$ cat src/rtl/vga_timing_pkg.sv
// Shared VGA timing constants, raster-size helper and per-axis state encoding
// for the 640x480@60 scan controller.
package vga_timing_pkg;

  localparam int H_ACTIVE_DEF = 640;
  localparam int H_FRONT_DEF  = 16;
  localparam int H_SYNC_DEF   = 96;
  localparam int H_BACK_DEF   = 48;
  localparam int V_ACTIVE_DEF = 480;
  localparam int V_FRONT_DEF  = 10;
  localparam int V_SYNC_DEF   = 2;
  localparam int V_BACK_DEF   = 33;

  typedef enum logic [1:0] {
    ST_ACTIVE = 2'd0,
    ST_FRONT  = 2'd1,
    ST_SYNC   = 2'd2,
    ST_BACK   = 2'd3
  } axis_state_t;

  function automatic int axis_total(input int active, input int front,
                                    input int sync, input int back);
    return active + front + sync + back;
  endfunction

  function automatic int h_total(input int active = H_ACTIVE_DEF, input int front = H_FRONT_DEF,
                                 input int sync = H_SYNC_DEF, input int back = H_BACK_DEF);
    return axis_total(active, front, sync, back);
  endfunction

  function automatic int v_total(input int active = V_ACTIVE_DEF, input int front = V_FRONT_DEF,
                                 input int sync = V_SYNC_DEF, input int back = V_BACK_DEF);
    return axis_total(active, front, sync, back);
  endfunction

endpackage

$ cat src/rtl/vga_scan_ctrl_if.sv
// Scan-controller bundle: the pixel generator side samples positions and strobes,
// the PMOD side takes the re-timed syncs and enable. Axis states are debug taps.
interface vga_scan_ctrl_if;
   import vga_timing_pkg::*;

   // tick_en is a qualifier, not a handshake: the controller advances exactly
   // on cycles where tick_en=1, and there is no back-pressure path.
   logic        tick_en;
   logic [9:0]  hpos;
   logic [9:0]  vpos;
   logic        display_on;
   logic        line_start;
   logic        frame_start;
   logic [7:0]  frame;
   logic        hsync_d;
   logic        vsync_d;
   logic        de_d;
   logic        hsync;
   logic        vsync;
   axis_state_t h_state;
   axis_state_t v_state;

   modport master (
      input  tick_en,
      output hpos, vpos, display_on, line_start, frame_start, frame,
      output hsync_d, vsync_d, de_d, hsync, vsync, h_state, v_state
   );

   modport slave (
      output tick_en,
      input  hpos, vpos, display_on, line_start, frame_start, frame,
      input  hsync_d, vsync_d, de_d, hsync, vsync, h_state, v_state
   );

endinterface

$ cat src/rtl/vga_axis_counter.sv
// One raster axis: position counter plus a registered ACTIVE/FRONT/SYNC/BACK
// state and its sync level, all advancing together on step.
module vga_axis_counter
   import vga_timing_pkg::*;
#(
   parameter int ACTIVE   = 640,
   parameter int FRONT    = 16,
   parameter int SYNC     = 96,
   parameter int BACK     = 48,
   parameter bit SYNC_POL = 1'b0,
   parameter int W        = 10
) (
   input  logic         clk,
   input  logic         rst_n,
   input  logic         step,
   output logic [W-1:0] pos,
   output axis_state_t  state,
   output logic         wrap,
   output logic         sync
);

   localparam int TOTAL = axis_total(ACTIVE, FRONT, SYNC, BACK);
   localparam logic [W-1:0] END_ACTIVE = W'(ACTIVE - 1);
   localparam logic [W-1:0] END_FRONT  = W'(ACTIVE + FRONT - 1);
   localparam logic [W-1:0] END_SYNC   = W'(ACTIVE + FRONT + SYNC - 1);
   localparam logic [W-1:0] END_TOTAL  = W'(TOTAL - 1);

   assign wrap = step && (pos == END_TOTAL);

   // Sync is updated in the same edge as the state so it never lags the FSM.
   always_ff @(posedge clk or negedge rst_n) begin
      if (!rst_n) begin
         pos   <= '0;
         state <= ST_ACTIVE;
         sync  <= ~SYNC_POL;
      end else if (step) begin
         pos <= (pos == END_TOTAL) ? '0 : pos + W'(1);
         unique case (state)
            ST_ACTIVE: if (pos == END_ACTIVE) state <= ST_FRONT;
            ST_FRONT: begin
               if (pos == END_FRONT) begin
                  state <= ST_SYNC;
                  sync  <= SYNC_POL;
               end
            end
            ST_SYNC: begin
               if (pos == END_SYNC) begin
                  state <= ST_BACK;
                  sync  <= ~SYNC_POL;
               end
            end
            ST_BACK: if (pos == END_TOTAL) state <= ST_ACTIVE;
         endcase
      end
   end

endmodule

$ cat src/rtl/vga_scan_ctrl.sv
// VGA raster sequencer: horizontal/vertical axes, frame counter, strobes and a
// sync/enable delay pipe that aligns with the downstream pixel generator's RGB.
module vga_scan_ctrl
   import vga_timing_pkg::*;
#(
   parameter int H_ACTIVE = H_ACTIVE_DEF,
   parameter int H_FRONT  = H_FRONT_DEF,
   parameter int H_SYNC   = H_SYNC_DEF,
   parameter int H_BACK   = H_BACK_DEF,
   parameter int V_ACTIVE = V_ACTIVE_DEF,
   parameter int V_FRONT  = V_FRONT_DEF,
   parameter int V_SYNC   = V_SYNC_DEF,
   parameter int V_BACK   = V_BACK_DEF,
   parameter bit SYNC_POL = 1'b0,
   parameter int PIPE     = 2
) (
   input  logic             clk,
   input  logic             rst_n,
   vga_scan_ctrl_if.master  bus
);

   localparam logic [9:0] H_VIS = 10'(H_ACTIVE);
   localparam logic [9:0] V_VIS = 10'(V_ACTIVE);
   localparam logic [2:0] PIPE_RST = {~SYNC_POL, ~SYNC_POL, 1'b0};

   logic [9:0]  hpos, vpos;
   logic        h_wrap, v_wrap;
   logic        hsync, vsync;
   logic        display_on;
   logic [7:0]  frame;
   axis_state_t h_state, v_state;

   vga_axis_counter #(
      .ACTIVE(H_ACTIVE), .FRONT(H_FRONT), .SYNC(H_SYNC), .BACK(H_BACK),
      .SYNC_POL(SYNC_POL), .W(10)
   ) u_h_axis (
      .clk(clk), .rst_n(rst_n), .step(bus.tick_en),
      .pos(hpos), .state(h_state), .wrap(h_wrap), .sync(hsync)
   );

   vga_axis_counter #(
      .ACTIVE(V_ACTIVE), .FRONT(V_FRONT), .SYNC(V_SYNC), .BACK(V_BACK),
      .SYNC_POL(SYNC_POL), .W(10)
   ) u_v_axis (
      .clk(clk), .rst_n(rst_n), .step(h_wrap),
      .pos(vpos), .state(v_state), .wrap(v_wrap), .sync(vsync)
   );

   assign display_on = (hpos < H_VIS) && (vpos < V_VIS);

   // v_wrap already implies tick_en and the horizontal wrap.
   always_ff @(posedge clk or negedge rst_n) begin
      if (!rst_n) frame <= 8'd0;
      else if (v_wrap) frame <= frame + 8'd1;
   end

   generate
      if (PIPE == 0) begin : g_no_pipe
         assign bus.hsync_d = hsync;
         assign bus.vsync_d = vsync;
         assign bus.de_d    = display_on;
      end else begin : g_pipe
         logic [2:0] stage [PIPE];
         always_ff @(posedge clk or negedge rst_n) begin
            if (!rst_n) begin
               for (int i = 0; i < PIPE; i++) stage[i] <= PIPE_RST;
            end else if (bus.tick_en) begin
               stage[0] <= {hsync, vsync, display_on};
               for (int i = 1; i < PIPE; i++) stage[i] <= stage[i-1];
            end
         end
         assign {bus.hsync_d, bus.vsync_d, bus.de_d} = stage[PIPE-1];
      end
   endgenerate

   assign bus.hpos        = hpos;
   assign bus.vpos        = vpos;
   assign bus.display_on  = display_on;
   assign bus.line_start  = bus.tick_en && (hpos == 10'd0);
   assign bus.frame_start = bus.tick_en && (hpos == 10'd0) && (vpos == 10'd0);
   assign bus.frame       = frame;
   assign bus.hsync       = hsync;
   assign bus.vsync       = vsync;
   assign bus.h_state     = h_state;
   assign bus.v_state     = v_state;

endmodule

$ cat src/flat_wrapper.sv
// flat-port wrapper written by rule: the top's interface ports become plain ports
module vga_scan_ctrl_flat import vga_timing_pkg::*;
#(
   parameter int H_ACTIVE = H_ACTIVE_DEF,
   parameter int H_FRONT  = H_FRONT_DEF,
   parameter int H_SYNC   = H_SYNC_DEF,
   parameter int H_BACK   = H_BACK_DEF,
   parameter int V_ACTIVE = V_ACTIVE_DEF,
   parameter int V_FRONT  = V_FRONT_DEF,
   parameter int V_SYNC   = V_SYNC_DEF,
   parameter int V_BACK   = V_BACK_DEF,
   parameter bit SYNC_POL = 1'b0,
   parameter int PIPE     = 2
)
  (clk, rst_n, bus_tick_en, bus_hpos, bus_vpos, bus_display_on, bus_line_start, bus_frame_start, bus_frame, bus_hsync_d, bus_vsync_d, bus_de_d, bus_hsync, bus_vsync, bus_h_state, bus_v_state);
  vga_scan_ctrl_if bus_i ();
  input  logic clk;
  input  logic rst_n;
  input wire logic [$bits(bus_i.tick_en)-1:0] bus_tick_en;
  output wire logic [$bits(bus_i.hpos)-1:0] bus_hpos;
  output wire logic [$bits(bus_i.vpos)-1:0] bus_vpos;
  output wire logic [$bits(bus_i.display_on)-1:0] bus_display_on;
  output wire logic [$bits(bus_i.line_start)-1:0] bus_line_start;
  output wire logic [$bits(bus_i.frame_start)-1:0] bus_frame_start;
  output wire logic [$bits(bus_i.frame)-1:0] bus_frame;
  output wire logic [$bits(bus_i.hsync_d)-1:0] bus_hsync_d;
  output wire logic [$bits(bus_i.vsync_d)-1:0] bus_vsync_d;
  output wire logic [$bits(bus_i.de_d)-1:0] bus_de_d;
  output wire logic [$bits(bus_i.hsync)-1:0] bus_hsync;
  output wire logic [$bits(bus_i.vsync)-1:0] bus_vsync;
  output wire logic [$bits(bus_i.h_state)-1:0] bus_h_state;
  output wire logic [$bits(bus_i.v_state)-1:0] bus_v_state;
  assign bus_i.tick_en = bus_tick_en;
  assign bus_hpos = bus_i.hpos;
  assign bus_vpos = bus_i.vpos;
  assign bus_display_on = bus_i.display_on;
  assign bus_line_start = bus_i.line_start;
  assign bus_frame_start = bus_i.frame_start;
  assign bus_frame = bus_i.frame;
  assign bus_hsync_d = bus_i.hsync_d;
  assign bus_vsync_d = bus_i.vsync_d;
  assign bus_de_d = bus_i.de_d;
  assign bus_hsync = bus_i.hsync;
  assign bus_vsync = bus_i.vsync;
  assign bus_h_state = bus_i.h_state;
  assign bus_v_state = bus_i.v_state;
  vga_scan_ctrl #(.H_ACTIVE(H_ACTIVE), .H_FRONT(H_FRONT), .H_SYNC(H_SYNC), .H_BACK(H_BACK), .V_ACTIVE(V_ACTIVE), .V_FRONT(V_FRONT), .V_SYNC(V_SYNC), .V_BACK(V_BACK), .SYNC_POL(SYNC_POL), .PIPE(PIPE)) u_core (.clk(clk), .rst_n(rst_n), .bus(bus_i));
endmodule
$ cat config.mk
export PLATFORM = sky130hd
export DESIGN_NAME = vga_scan_ctrl_flat
export DESIGN_NICKNAME = d
export VERILOG_FILES = /design/src/rtl/vga_timing_pkg.sv /design/src/rtl/vga_scan_ctrl_if.sv /design/src/rtl/vga_axis_counter.sv /design/src/rtl/vga_scan_ctrl.sv /design/src/flat_wrapper.sv
export SDC_FILE = /design/constraint.sdc
export NUM_CORES = 1
export LEC_CHECK = 0
export ABC_AREA = 1
export BUFFER_PORTS_ARGS = -buffer_cell sky130_fd_sc_hd__buf_4
export CORE_MARGIN = 3
export CORE_UTILIZATION = 34
export CTS_BUF_LIST = sky130_fd_sc_hd__clkbuf_8
export DETAILED_ROUTE_END_ITERATION = 6
export SLEW_MARGIN = 5
export SYNTH_ARGS = -nofsm -noshare
export SYNTH_HDL_FRONTEND = slang
export SYNTH_HIERARCHICAL = 1
export SYNTH_SLANG_ARGS = --single-unit
$ cat constraint.sdc
create_clock -name clk -period 2.8 [get_ports clk]
set_clock_uncertainty 0.15 [all_clocks]
set_input_delay 0.42 -clock clk [delete_from_list [all_inputs] [get_ports clk]]
set_output_delay 0.42 -clock clk [all_outputs]
set_load 0.01 [all_outputs]
==> out/results.ini <==
[synth]
synth.distinct_cells = 29
avgSynthCellArea_um2 = 7.72
yosysSeqAreaShare_pct = 41.9
mappedNetlistNets = 330
synth.top_cell.area_share_pct = 35.3
yosys_warnings = 6
syn_inst = 312
synth-seq-cells = 40
syn_area_um2 = 2410
yosys-top-cells-area = dfrtp_1, nand2_1, ha_1
synth_top_area_cell = dfrtp_1

[placed_design]
hpwl_um = 3970
io_buffers = 42
place.gp.congestion = 0.823

[die]
core_um2 = 6830
initial_core_util_pct = 35.3
design.die.area_um2 = 8130
fp.dieW_um = 90.2
die_h_um = 90.2
rows = 30
io_pins = 43

[timing]
worst_pin_slew_ns = 0.530
drv_slew = 0
setup_violations = 0
min_period_over_period_pct = 84.2
rsz0062_at_grt = false
slew-limit-headroom_pct = 64.5
worst_hold_slack_ns = 0.256
tns_ns = 0
period_minus_slack_ns = 2.36
max_freq_mhz = 424
hold_viol = 0

[cts]
clk_latency_ns = 0.30
numCtsBuffers = 5
htreeDepth = 2
cts_root_buffer = clkbuf_8
cts_buffer_depth = 2
path_clk_slew_ns = 0.09
cts_tree = yes
ctsResizeCount = 0
cts_setup_buffers = 0
cts.sinks = 40

[route]
drc_errors = 0
vias = 2057
ant_nets = 0
avgViaCountPerCell = 4.47
first_pass_iters = 6
wirelength_um = 5340
wl_per_cell_um = 11.6
drt_iter0_markers = 73

[pwr]
powerDensity_nw_per_um2 = 508
p_leak_nw = 1.53
vdd_drop_max_mv = 0.199

[setup_path]
critPathLaunchType = flop
path_depth = 12
worstPathMaxFanout = 6
cp.required_ns = 2.85
path_buf_inv = 2
crit_family = simple AND/OR/NAND/NOR gates
path_cells = ha_1 -> nand3_1 -> inv_1 -> nand3_2 -> nor2_2 -> inv_1 -> nor2_1 -> nand2_2 -> nor2_4 -> nand3_1 -> nand2_1 -> nand2_1
reg2regPathDepth = 12
cp_slowest_stage_delay_ns = 0.44
crit_path_end_kind = flop
critPathKind = flop to flop
cp_data_arrival_time_ns = 2.41
critPathSlowestCell = dfrtp_1

[finish]
mostFrequentLayoutCells = nand2_1, buf_4, inv_1
antenna_cells = 0
area_delta_synth_final_pct = 23.5
final_nets = 381
drive_above_1_share_pct = 22.8
final_common_cell = nand2_1
fill_cells = 731

[global_routing]
overflow = 0
grt_pass1_vias = 1984
grt_max_degree = 41
antenna_found_initial = 0
grt_util_all_layers_pct = 13.8
grt_first_pass_wirelength_um = 9250

[hold_path]
hold_path_depth = 3
worstHoldPathType = input port to flop

[status]
status = completed

[job]
maxCapViolations = 0

worst reg2reg max path, cell delays in order, from the launching register on:
cell and delay [ns]:
dfrtp_1 0.44, ha_1 0.20, nand3_1 0.11, inv_1 0.12
nand3_2 0.13, nor2_2 0.13, inv_1 0.05, nor2_1 0.42
nand2_2 0.16, nor2_4 0.13, nand3_1 0.09, nand2_1 0.08
nand2_1 0.05
logic make-up after synthesis:
family                   after synthesis  synth area share (%)
AND/OR/NAND/NOR                      182                  34.6
buffers and inverters                 47                  7.38
flip-flops                            40                  41.9
AO/OA/AOI/OAI                         15                  3.22
adder cells (fa/ha/maj)               15                  7.79
XOR/XNOR                              12                  4.68
multiplexers                           1                 0.467
per-layer routing:
| metal | vias to the layer above | wire length, um | track usage, % | part of all wire, % |
|---|---|---|---|---|
| li1 | 1063 | - | - | - |
| met1 | 952 | 2570 | 17.7 | 48 |
| met2 | 38 | 2530 | 23.1 | 47 |
| met3 | 4 | 207 | 3.77 | 3.9 |
| met4 | 0 | 34 | 3.44 | 0.64 |
| met5 | - | 0 | 0 | 0 |
through the flow:
stage	util [%]	std cells	total power [mW]	worst slack (ns)	cell area [um^2]
3_3_place_gp	41.8	451	1.04	0.593	2850
5_1_grt	43.6	460	1.61	0.207	2980
3_5_place_dp	41.8	451	1.05	0.463	2850
6_report	43.6	460	1.51	0.442	2980
2_1_floorplan	-	312	0.887	0.465	2410
4_1_cts	43.6	460	1.53	0.447	2980
what timing repair did:
item                       CTS  global route
setup endpoints to repair    0             0
hold buffers                 1             0
hold endpoints to repair    34             0
where the power goes:
| group | total, mW | internal [mW] | switching (mW) |
|---|---|---|---|
| clock | 0.478 | 0.264 | 0.215 |
| sequential | 0.719 | 0.633 | 0.0861 |
| combinational | 0.314 | 0.134 | 0.180 |
worst paths after layout:
path | start | end | slack, ns
max | u_core/u_h_axis/pos[0] | u_core/bus.frame[6] | 0.44
min | bus_tick_en | u_core/g_pipe.stage[5] | 0.26
max reg2reg | u_core/u_h_axis/pos[0] | u_core/bus.frame[6] | 0.44
min reg2reg | u_core/bus.hsync_d | u_core/bus.hsync_d | 0.32
max in group asynchronous | rst_n | u_core/u_v_axis/sync | 1.63
min in group asynchronous | rst_n | u_core/u_h_axis/pos[6] | 0.49
registers in the layout, indices dropped and copies added, names as in the netlist:
signal / count
u_core/u_v_axis/sync: 1
u_core/u_h_axis/sync: 1
u_core/bus.hsync_d: 1
u_core/bus.de_d: 1
u_core/u_h_axis/pos: 10
u_core/bus.vsync_d: 1
u_core/u_v_axis/state: 2
u_core/u_h_axis/state: 2
u_core/bus.frame: 8
u_core/u_v_axis/pos: 10
u_core/g_pipe.stage: 3
layout make-up:
cell class	count	area (um^2)	area share (%)
Tap cell	96	120	4.04
Clock inverter	3	42.5	1.43
Sequential cell	40	1010	33.9
Multi-Input combinational cell	225	1220	41.1
Clock buffer	5	68.8	2.31
Timing Repair Buffer	45	340	11.4
Inverter	46	173	5.80
synthesized netlist by cell type:
master    number
and2_1         1
nand3_2        2
nand3_1       22
buf_2          1
xnor2_2        1
dfrtp_1       34
nand2_1       91
nor3_4         1
nand3b_1       4
nand2_2        4
xor2_1         9
o21ai_0        9
inv_1         42
nor3_1         3
dfstp_2        6
o21ai_1        1
mux2_2         1
nor3_2         1
or2_2          4
and2_0         1
a21boi_1       1
inv_2          4
nor2_2         3
ha_1          15
a21oi_1        4
nor2_4         4
nand4_1        4
nor2_1        37
xnor2_1        2
No activity file was read; power rests on OpenSTA's default activity.
